**src/rtl/cdr_tx_pkg.sv**
```systemverilog
// Shared types and constants for the CDR serial transmitter.
package cdr_tx_pkg;

  typedef enum logic [1:0] {
    IDLE     = 2'd0,
    PREAMBLE = 2'd1,
    SYNC     = 2'd2,
    DATA     = 2'd3
  } tx_state_e;

  // Training pattern, sent MSB first and repeated: 1,0,0,0,...
  localparam logic [3:0] PREAMBLE_PATTERN = 4'b1000;

  // PRBS7 x^7 + x^6 + 1: feedback taps at p[6] and p[5].
  localparam logic [6:0] PRBS7_SEED  = 7'h7F;
  localparam int         PRBS7_TAP_A = 6;
  localparam int         PRBS7_TAP_B = 5;

  function automatic int max3(input int a, input int b, input int c);
    int m;
    m = (a > b) ? a : b;
    return (m > c) ? m : c;
  endfunction

endpackage

```
**src/rtl/cdr_prbs7.sv**
```systemverilog
// PRBS7 keystream generator; key is the bit XORed into the current payload bit.
import cdr_tx_pkg::*;

module cdr_prbs7 (
  input  logic clk,
  input  logic rstn,
  input  logic seed_load,
  input  logic advance,
  output logic key
);

  logic [6:0] p;

  // Reseed has priority; otherwise step once per payload bit.
  always_ff @(posedge clk or negedge rstn) begin
    if (!rstn)          p <= PRBS7_SEED;
    else if (seed_load) p <= PRBS7_SEED;
    else if (advance)   p <= {p[5:0], p[PRBS7_TAP_A] ^ p[PRBS7_TAP_B]};
  end

  assign key = p[6];

endmodule

```
**src/rtl/cdr_serial_tx.sv**
```systemverilog
// Serial NRZ framer: preamble -> sync word -> (optionally scrambled) payload.
// The state and counter describe the bit currently on data_out; the
// combinational block computes the bit for the next cycle.
import cdr_tx_pkg::*;

module cdr_serial_tx #(
  parameter int                    WORD_WIDTH    = 8,
  parameter int                    PREAMBLE_BITS = 64,
  parameter int                    SYNC_WIDTH    = 16,
  parameter logic [SYNC_WIDTH-1:0] SYNC_WORD     = 16'hF628,
  parameter bit                    SCRAMBLE      = 1'b1
) (
  input  logic                  clk,
  input  logic                  rstn,
  input  logic [WORD_WIDTH-1:0] s_data,
  input  logic                  s_valid,
  input  logic                  s_last,
  output logic                  s_ready,
  output logic                  data_out,
  output logic                  busy,
  output logic                  frame_done,
  output logic                  underrun
);

  localparam int CNT_MAX = max3(PREAMBLE_BITS, SYNC_WIDTH, WORD_WIDTH);
  localparam int CNT_W   = (CNT_MAX > 2) ? $clog2(CNT_MAX) : 2;

  localparam logic [CNT_W-1:0]      PRE_LAST  = CNT_W'(PREAMBLE_BITS - 1);
  localparam logic [CNT_W-1:0]      SYNC_LAST = CNT_W'(SYNC_WIDTH - 1);
  localparam logic [CNT_W-1:0]      WORD_LAST = CNT_W'(WORD_WIDTH - 1);
  localparam logic [SYNC_WIDTH-1:0] SYNC_MSB  = {1'b1, {(SYNC_WIDTH-1){1'b0}}};

  tx_state_e             state_q, state_d;
  logic [CNT_W-1:0]      cnt_q, cnt_d;
  logic [WORD_WIDTH-1:0] shreg_q, shreg_d;
  logic                  last_q, last_d;
  logic                  dout_d, ready_d, done_d, urun_d;
  logic                  load, seed_load, advance, key, ks;
  logic [1:0]            ph;
  logic [WORD_WIDTH-1:0] word;

  cdr_prbs7 u_prbs (
    .clk       (clk),
    .rstn      (rstn),
    .seed_load (seed_load),
    .advance   (advance),
    .key       (key)
  );

  // Next-state, next line bit and handshake/pulse generation.
  always_comb begin
    state_d   = state_q;
    cnt_d     = cnt_q + CNT_W'(1);
    shreg_d   = shreg_q;
    last_d    = last_q;
    dout_d    = 1'b0;
    done_d    = 1'b0;
    urun_d    = 1'b0;
    advance   = 1'b0;
    load      = 1'b0;
    ks        = SCRAMBLE ? key : 1'b0;
    ph        = cnt_q[1:0] + 2'd1;
    // A missing word at a boundary becomes an all-zero fill word.
    word      = s_valid ? s_data : '0;
    case (state_q)
      IDLE: begin
        cnt_d = '0;
        if (s_valid) begin
          state_d = PREAMBLE;
          dout_d  = PREAMBLE_PATTERN[3];
        end
      end
      PREAMBLE: begin
        if (cnt_q == PRE_LAST) begin
          state_d = SYNC;
          cnt_d   = '0;
          dout_d  = SYNC_WORD[SYNC_WIDTH-1];
        end else begin
          dout_d = PREAMBLE_PATTERN[2'd3 - ph];
        end
      end
      SYNC: begin
        if (cnt_q == SYNC_LAST) load = 1'b1;
        else dout_d = |(SYNC_WORD & (SYNC_MSB >> (cnt_q + CNT_W'(1))));
      end
      DATA: begin
        if (cnt_q == WORD_LAST) begin
          if (last_q) begin
            state_d = IDLE;
            cnt_d   = '0;
          end else begin
            load = 1'b1;
          end
        end else begin
          dout_d  = shreg_q[WORD_WIDTH-1] ^ ks;
          shreg_d = shreg_q << 1;
          advance = 1'b1;
          done_d  = last_q && (cnt_d == WORD_LAST);
        end
      end
      default: state_d = IDLE;
    endcase
    // Word boundary: s_ready is high this cycle, so this is the handshake.
    if (load) begin
      state_d = DATA;
      cnt_d   = '0;
      shreg_d = word << 1;
      last_d  = s_valid & s_last;
      urun_d  = ~s_valid;
      dout_d  = word[WORD_WIDTH-1] ^ ks;
      advance = 1'b1;
      done_d  = (WORD_WIDTH == 1) && s_valid && s_last;
    end
    ready_d   = (state_d == SYNC && cnt_d == SYNC_LAST) ||
                (state_d == DATA && cnt_d == WORD_LAST && !last_d);
    // Seed lands during the last sync bit, ready for the first payload bit.
    seed_load = (state_d == SYNC && cnt_d == SYNC_LAST);
  end

  // State, datapath and registered outputs.
  always_ff @(posedge clk or negedge rstn) begin
    if (!rstn) begin
      state_q    <= IDLE;
      cnt_q      <= '0;
      shreg_q    <= '0;
      last_q     <= 1'b0;
      data_out   <= 1'b0;
      s_ready    <= 1'b0;
      busy       <= 1'b0;
      frame_done <= 1'b0;
      underrun   <= 1'b0;
    end else begin
      state_q    <= state_d;
      cnt_q      <= cnt_d;
      shreg_q    <= shreg_d;
      last_q     <= last_d;
      data_out   <= dout_d;
      s_ready    <= ready_d;
      busy       <= (state_d != IDLE);
      frame_done <= done_d;
      underrun   <= urun_d;
    end
  end

endmodule

```
**config.mk**
```make
export PLATFORM = sky130hd
export DESIGN_NAME = cdr_serial_tx
export DESIGN_NICKNAME = d
export VERILOG_FILES = /design/src/rtl/cdr_tx_pkg.sv /design/src/rtl/cdr_prbs7.sv /design/src/rtl/cdr_serial_tx.sv
export SDC_FILE = /design/constraint.sdc
export NUM_CORES = 1
export LEC_CHECK = 0
export CORE_MARGIN = 1
export CORE_UTILIZATION = 30
export DETAILED_ROUTE_END_ITERATION = 10
export PLACE_DENSITY = 0.57
export SLEW_MARGIN = 25
export SYNTH_ARGS = -nofsm -noshare
export SYNTH_HDL_FRONTEND = slang
export SYNTH_SLANG_ARGS = --single-unit
```
**constraint.sdc**
```tcl
create_clock -name clk -period 4.8 [get_ports clk]
set_clock_uncertainty 0.05 [all_clocks]
set_input_delay 1.2 -clock clk [delete_from_list [all_inputs] [get_ports clk]]
set_output_delay 1.2 -clock clk [all_outputs]
set_load 0.05 [all_outputs]
```
Word level (Yosys, flattened, before mapping)
Cells that the tools add are included.
- add/subtract/negate cells: 3
- $mul: 0
- divide/modulo/power cells: 0
- $lt $le $gt $ge: 1
- equal/unequal tests: 12
- shift-type cells: 1
- multiplexer cells: 37
- bitwise gates (word level): 5
- reduce and logical (&&, ||, !) cells: 12
- operator list (cell ; number):
    8-bit two-way mux ; 4
    6-bit two-way mux ; 4
    6-bit by 3-bit == test with 1-bit output, second input constant ; 3
    6-bit case mux with 3 select lines ; 1
    1-bit two-way mux ; 17
    16-bit by 6-bit right shift with 16-bit output, first input constant ; 1
    7-bit two-way mux ; 2
    6-bit by 4-bit == test with 1-bit output, second input constant ; 2
    2-bit two-way mux ; 5
    2-bit == test, second input constant ; 4
    8-bit OR reduction ; 1
    6-bit by 1-bit adder with 6-bit output, second input constant ; 1
    6-bit == test, second input constant ; 1
    2-bit case mux with 3 select lines ; 1
    2-bit nonzero test ; 3
    1-bit logical AND ; 4
    1-bit case mux with 4 select lines ; 1
    2-bit by 3-bit < comparator with 1-bit output, second input constant ; 1
    1-bit XOR ; 3
    2-bit by 1-bit adder with 2-bit output, second input constant ; 1
    1-bit binary-select mux with 2-bit select ; 1
    2-bit by 1-bit == test with 1-bit output, second input constant ; 1
    2-bit logical NOT ; 1
    2-bit != test, second input constant ; 1
    other kinds (7) ; 7
- register bits after elaboration: 29
- latch bits: 0
- RAM bits: 0
- ROM bits: 0
- input bits: 12
- output and inout bits: 5
- word-level logic and storage cells: 81
- memories: 0

Logic depth before layout (Yosys ltp)
Gate-level depths: netlist of the first run.
- depth in word-level cells: 9
- mapped depth: 8
- mapped depth without buffers: 6

By module
Synthesis of the first run repeated with hierarchy kept, for this count alone.
- cell total of the unflattened synthesis: 169
- area total of the unflattened synthesis: 1599.0 sq um
- by module, submodules not included (module ; instances ; cells each ; area an instance (sq um) ; sequential area each (sq um)):
    cdr_serial_tx ; 1 ; 145 ; 1297.5 ; 525.5
    cdr_prbs7 ; 1 ; 24 ; 301.5 ; 183.9

Least setup slack after synthesis of the first run
OpenSTA, ideal clock, no wires.
- path kind: input -> register
- from: in s_last
- to: reg s_ready
- library setup time: 0.122 ns
- arrival: 1.903 ns
- required time: 4.628 ns
- setup slack: 2.726 ns
- stages: 5
- path buffers: 0
- path through: nand2_1 -> and4_1 -> nor3_1 -> nor3b_1 -> o2111a_1
- cells in the longest elaborated chain, start to end: 5
- RTL lines (what ; RTL line ; text):
    start, declared ; cdr_serial_tx.sv:17 ; input logic s_last,
    1-bit AND ; cdr_serial_tx.sv:108 ; last_d = s_valid & s_last;
    1-bit two-way mux ; cdr_serial_tx.sv:104 ; if (load) begin
    via last_d ; cdr_serial_tx.sv:36 ; logic last_q, last_d;
    1-bit logical NOT ; cdr_serial_tx.sv:115 ; (state_d == DATA && cnt_d == WORD_LAST && !last_d);
    1-bit logical AND ; cdr_serial_tx.sv:115 ;
    1-bit logical OR ; cdr_serial_tx.sv:114 ; ready_d = (state_d == SYNC && cnt_d == SYNC_LAST) ||
    via ready_d ; cdr_serial_tx.sv:37 ; logic dout_d, ready_d, done_d, urun_d;
    end signal, assigned ; cdr_serial_tx.sv:138 ; s_ready <= ready_d;
    end, declared ; cdr_serial_tx.sv:18 ; output logic s_ready,
The timed path passes the listed nets, and every way through them passes these cells.
A chain may end at the register's enable or synchronous reset.

Worst setup path in the final report of the first run
- from: in s_valid
- to: reg s_ready
- elaborated cells on any way between the ends: 12
- those cells by class: eq/ne (2); mux (4); bitwise (1); reduce/logical (5)
- RTL lines (what ; RTL line ; text):
    start, declared ; cdr_serial_tx.sv:16 ; input logic s_valid,
    1-bit AND ; cdr_serial_tx.sv:108 ;
    1-bit two-way mux ; cdr_serial_tx.sv:104 ;
    via last_d ; cdr_serial_tx.sv:36 ;
    1-bit logical NOT ; cdr_serial_tx.sv:115 ;
    1-bit logical AND ; cdr_serial_tx.sv:115 ;
    1-bit logical OR ; cdr_serial_tx.sv:114 ;
    via ready_d ; cdr_serial_tx.sv:37 ;
The timed path passes the listed nets, and every way through them passes these cells.

==> out/metrics.cfg, run 1 <==
[worst_setup_path]
worst_r2r_endpoint=u_prbs.p[0]
cp-endpoint=s_ready
cp-start-kind=input port
crit_path_max_fanout=13
cp_data_arrival_time_ns=2.86
r2r_slack_ns=2.19
worstPathRequired_ns=4.92
reg2reg_depth=6
worst_setup_path_end_kind=flop
critical_path_class=in2reg
critPathLaunch=s_valid
r2r_start=cnt_q[0]

[drt]
vias_per_cell=4.850
vias=1232
dr.pass1.iters=4
detail-route-antenna-nets=0
post-route-drc-count=0
drt-total-wl_mm=3.300
drtIter0Drc=52
routedWlPerCell_um=12.99

[yosys]
synth_edf_count=0
yosysSeqAreaShare=0.4365
async_flop_share=1.000
synth_warnings=0
synthesis.area_um2=1625
synthCells=173
ys_ff_latch=28
avgSynthCellArea_um2=9.395
synth_top_area_frac=0.3233
yosys.area.top_type=dfrtp_1
synth_nets=188
yosys_most_used_dff=dfrtp_1
ys_top_cells_by_area=dfrtp_1 (32%), dfstp_2 (11%), nand2_1 (7.9%)
synth.distinct_cells=49

[finish]
final_layout_size_suffix_gt1_frac=0.1196
regArea_um2=709.4
num-nets-final=200
diodes=0
multiInputGateArea_um2=849.6
syn2layout_area_growth_pct=16.71
nFillCells=532
finalNonFillerCells=254

[global_route]
grt-ovfl-total=0
grt_pass1_wl_mm=5.333
grt_pass1_vias=1126
antenna_found_initial=0
grt_use_total=0.1212
grt_max_degree=29

[die]
dieArea_um2=5716
die_width_um=75.61
io_pins=17
start_util=0.3142
dieHeight_um=75.61
rows=26
fp.coreArea_um2=5172

[timing]
min_period_ns=2.749
slew_headroom=0.4033
tightestPinTransition_ns=0.8918
slew_violations=0
setup_violations=0
rsz0062_at_grt=false
fmax_mhz=363.8
tns_ns=0
fin_crit_sh=0.5727
finalHoldViolCount=0

[place]
dpl.cell_count=250
place.gp.congestion=0.7767
place_hpwl_mm=2.330
portBuffers=16

[clocking]
cts.sinks=28
htree_levels=1
clk_latency_ns=0.27
clockBufferDepth=2
cts_buffers=3
ctsHoldBuffers=0
root_buffer=clkbuf_8
ctsResizeCount=0
path_clk_slew_ns=0.10
post_cts_buffers=0
cts_tree=done

[power]
power_density_nw_per_um2=561.0
swShare=0.3932
cellInternalPower_mw=0.6458
p_comb_frac=0.389
netSwitchingPower_mw=0.4184
p_leak_nw=0.8176
power_frac_clock=0.175
power_frac_seq=0.436
ir_drop_mv=0.1780

[worst_hold_path]
hold_class=reg2reg
hold-path-cell-count=2

[status]
status=completed

[job]
cap_viol_max_count=0

-- cells in the mapped netlist, types with 2 or more instances --
cell	instances
o21ai_0	2
dfrtp_1	21
nor2b_1	3
nor3b_1	2
a32oi_1	6
ha_1	3
or3_1	3
buf_2	5
dfstp_2	7
xnor2_1	5
inv_1	3
nand3b_1	2
nor2_1	15
nand2_1	34
nor3_1	2
clkbuf_1	3
nand2b_1	4
or2_1	3
nand3_1	9
a21oi_1	9
mux2i_1	2
xor2_1	3
-- through the flow --
step | hold slack, ns | utilization | setup slack [ns] | total power, mW | cell area, um2
after floorplan | 0.3894 | - | 2.726 | 0.8216 | 1625
after global placement | 0.4039 | 0.3529 | 1.803 | 0.8805 | 1826
after detailed placement | 0.4073 | 0.3529 | 1.769 | 0.8848 | 1826
after CTS | 0.4315 | 0.3667 | 2.054 | 1.072 | 1897
after global routing | 0.4525 | 0.3667 | 1.910 | 1.139 | 1897
final | 0.4272 | 0.3667 | 2.051 | 1.064 | 1897
-- worst min path at each step --
stage | startpoint | endpoint | slack (ns)
2_1_floorplan | shreg_q[2] | shreg_q[2] | 0.39
3_3_place_gp | shreg_q[3] | shreg_q[3] | 0.40
3_5_place_dp | shreg_q[2] | shreg_q[2] | 0.41
4_1_cts | shreg_q[2] | shreg_q[2] | 0.43
5_1_grt | shreg_q[2] | shreg_q[2] | 0.45
6_report | shreg_q[2] | shreg_q[2] | 0.43
-- power by group through the flow --
stage / Combinational [mW] / Clock [mW] / Sequential, mW
global route: 0.463 / 0.197 / 0.479
floorplan: 0.386 / 0 / 0.436
CTS: 0.419 / 0.191 / 0.462
global placement: 0.416 / 0 / 0.465
finish: 0.414 / 0.186 / 0.464
detailed placement: 0.419 / 0 / 0.466
-- cell usage in the layout, fill, tap and decap left out, types with 2 or more instances in the layout --
cell type        instances
nor3_1                   2
nand2_1                 34
nand2b_1                 4
o21ai_0                  2
nor2_1                  15
dfrtp_1                 21
clkbuf_8                 3
or2_1                    3
a21oi_1                  9
or3_1                    3
dfstp_2                  7
inv_1                    3
xor2_1                   3
clkdlybuf4s50_1         16
a32oi_1                  6
nand3_1                  9
nor3b_1                  2
ha_1                     3
nor2b_1                  3
nand3b_1                 2
xnor2_1                  5
mux2i_1                  2
-- per-layer routing --
layer  part of all wire  track usage  up-vias
met1               0.55       0.1820      590
met3              0.012      0.01587        0
met2               0.44       0.1895       13
met4                  0      0.01852        0
li1                   -            -      629
met5                  0            0        -
-- logic make-up after synthesis --
| logic type | after synthesis | synth area share |
|---|---|---|
| and+or+nand+nor | 84 | 0.2710 |
| DFF | 28 | 0.4365 |
| buffers and inverters | 13 | 0.04080 |
| xor gates and xnor gates | 8 | 0.04311 |
| adders and majority gates | 3 | 0.02310 |
| AOI/OAI and AO/OA | 35 | 0.1732 |
| muxes | 2 | 0.01232 |
-- registers in the layout, summed over array words and instances, names as in the netlist --
| signal | flops |
|---|---|
| cnt_q | 6 |
| busy | 1 |
| underrun | 1 |
| s_ready | 1 |
| data_out | 1 |
| state_q | 2 |
| shreg_q | 7 |
| u_prbs.p | 7 |
| frame_done | 1 |
| last_q | 1 |
-- cell type report --
| class | instances | area share |
|---|---|---|
| Clock buffer | 3 | 0.02177 |
| Clock inverter | 1 | 0.01583 |
| Inverter | 3 | 0.005937 |
| Multi-Input combinational cell | 132 | 0.4479 |
| Sequential cell | 28 | 0.3740 |
| Tap cell | 70 | 0.04617 |
| Timing Repair Buffer | 17 | 0.08839 |
-- worst max-delay path, stage by stage --
cell and delay (ns):
clkdlybuf4s50_1 0.75, nand2_1 0.10, and4_1 0.22, nor3_1 0.26, nor3b_1 0.09, o2111a_1 0.24
Note: power is estimated with default switching activity, not from simulation.
==> inputs of run 2 (changes only) <==
==> constraint.sdc (replaced) <==
create_clock -name clk -period 2.8 [get_ports clk]
set_clock_uncertainty 0.05 [all_clocks]
set_input_delay 0.7 -clock clk [delete_from_list [all_inputs] [get_ports clk]]
set_output_delay 0.7 -clock clk [all_outputs]
set_load 0.05 [all_outputs]
==> run 2 against run 1 <==
Clock-buffer cell count is the same. Utilization grew 0.73 points. Combinational power grew 93%.
==> out/metrics.cfg, run 2 (synthesized netlist as in run 1, its figures left out) <==
[worst_hold_path]
min_from=shreg_q[2]
min_to=shreg_q[2]
hold-path-cell-count=2  ; unchanged
hold_class=reg2reg

[global_route]
grt_pass1_wl_mm=5.878  ; +10%
grt_max_degree=29  ; unchanged
grt_pass1_vias=1183  ; +5.1%
grt-ovfl-total=0  ; unchanged
antenna_found_initial=0  ; unchanged
grt_use_total=0.1363  ; +0.01509

[drt]
vias=1265  ; +2.7%
post-route-drc-count=0  ; unchanged
detail-route-antenna-nets=0  ; unchanged
drtIter0Drc=106  ; +100%
dr.pass1.iters=4  ; unchanged
vias_per_cell=4.884  ; +0.70%
drt-total-wl_mm=3.460  ; +4.8%
routedWlPerCell_um=13.36  ; +2.8%

[worst_setup_path]
critPathTopFamily=simple AND/OR/NAND/NOR gates
crit_chain=ha_1 > and4bb_4 > a21oi_2 > nor2_1 > nor2_1 > o21ai_2
worst_r2r_endpoint=u_prbs.p[0]
slowest_stage=nor2_1
worstPathRequired_ns=2.97  ; -1.95 ns
max_stage_delay_ns=0.68  ; -0.07 ns
reg2reg_depth=6  ; unchanged
worst_setup_path_end_kind=flop
r2r_start=cnt_q[0]
crit_path_max_fanout=14  ; +1
cp_data_arrival_time_ns=2.61  ; -0.25 ns
cpMostUsedCell=nor2_1
r2r_slack_ns=0.36  ; -1.83 ns
worst-path-buf-inv=0  ; -1
cp-start-kind=flop
critical_path_class=reg2reg

[power]
p_leak_nw=0.8429  ; +3.1%
power_density_nw_per_um2=970.9  ; +73%
ir_drop_mv=0.3718  ; +110%

[clocking]
cts_buffers=3  ; unchanged
ctsHoldBuffers=0  ; unchanged
cts_tree=done
clk_latency_ns=0.28  ; about the same
clockBufferDepth=2  ; unchanged
cts.sinks=28  ; unchanged
path_clk_slew_ns=0.10  ; about the same
htree_levels=1  ; unchanged
ctsResizeCount=0  ; unchanged
post_cts_buffers=0  ; unchanged
root_buffer=clkbuf_8

[finish]
nFillCells=507  ; -4.7%
final_common_cell=nand2_1
layout_common_cells=nand2_1 (34), dfrtp_1 (21), clkdlybuf4s50_1 (16), nor2_1 (15)
final_layout_size_suffix_gt1_frac=0.1429  ; +0.02329
num-nets-final=205  ; +2.5%
final_util=0.3740  ; +0.007257
syn2layout_area_growth_pct=19.01
reg.largest.list=shreg_q x7, u_prbs.p x7, cnt_q x6
fin_area_um2=1934  ; +2.0%
diodes=0  ; unchanged

[timing]
setup_ws_ns=0.3600  ; -1.691 ns
fmax_mhz=409.8
rsz0062_at_grt=false
setup_violations=0  ; unchanged
fin_crit_sh=0.8714
slew_headroom=0.4146  ; +0.01134
min_period_ns=2.440
slew_violations=0  ; unchanged
finalHoldViolCount=0  ; unchanged
tightestPinTransition_ns=0.8748  ; -0.01694 ns
tns_ns=0  ; unchanged

[die]
fp.coreArea_um2=5172  ; unchanged
die_width_um=75.61  ; unchanged
dieHeight_um=75.61  ; unchanged
rows=26  ; unchanged
io_pins=17  ; unchanged
start_util=0.3142  ; unchanged
dieArea_um2=5716  ; unchanged

[job]
cap_viol_max_count=0  ; unchanged

[status]
status=completed

[place]
portBuffers=16  ; unchanged
place_ws_ns=0.3539  ; -1.415 ns
place_hpwl_mm=2.441  ; +4.7%
place_area_um2=1863  ; +2.1%
place.gp.congestion=0.8129  ; +4.7%

==> run 2: changes by cell type in the layout (fill, tap and decap cells not counted) <==
cell   change
buf_4      +5
==> run 2: worst max path at each step <==
stage	slack [ns]	start	cells past startpoint	to
floorplan	0.90	cnt_q[0]	7	u_prbs.p[1]
global placement	0.45	cnt_q[0]	6	u_prbs.p[0]
detailed placement	0.35	cnt_q[0]	6	u_prbs.p[0]
CTS	0.33	cnt_q[0]	6	u_prbs.p[0]
global route	0.11	cnt_q[0]	6	u_prbs.p[0]
finish	0.36	cnt_q[0]	6	u_prbs.p[0]
==> run 2: tightest hold or removal path, cell delays in order (launching register included) <==
cell	delay, ns
dfrtp_1	0.36
nand2_1	0.05
nand2_1	0.05
==> run 2: layer usage <==
metal  share of wire  vias to the layer above  wire, um  track usage
li1                -                      639         -            -
met1            0.49                      604      1709       0.1997
met2            0.47                       17      1616       0.2093
met3           0.024                        5        83      0.01587
met4           0.015                        0        51      0.04321
met5               0                        -         0            0
==> run 2: report_power, final <==
part	internal [mW]	switching, mW	total, mW	leakage [nW]
combinational	0.349	0.448	0.797	0.473
clock	0.192	0.134	0.325	0.0357
sequential	0.590	0.166	0.756	0.334
==> run 2: metrics by stage <==
stage          hold WS (ns)  power, mW  cells
2_1_floorplan        0.3544      1.409    173
3_3_place_gp         0.4019      1.558    255
3_5_place_dp         0.4114      1.558    255
4_1_cts              0.4357      1.893    259
5_1_grt              0.4590      2.030    259
6_report             0.4331      1.878    259
==> run 2: layout make-up <==
class,instances,area [um2],area share
clock buffers,3,41.29,0.02135
clock inverters,1,30.03,0.01552
inverters,3,11.26,0.005821
multi-input cells,132,849.6,0.4392
flip-flops and latches,28,709.4,0.3668
well taps,70,87.58,0.04528
repair buffers,22,205.2,0.1061
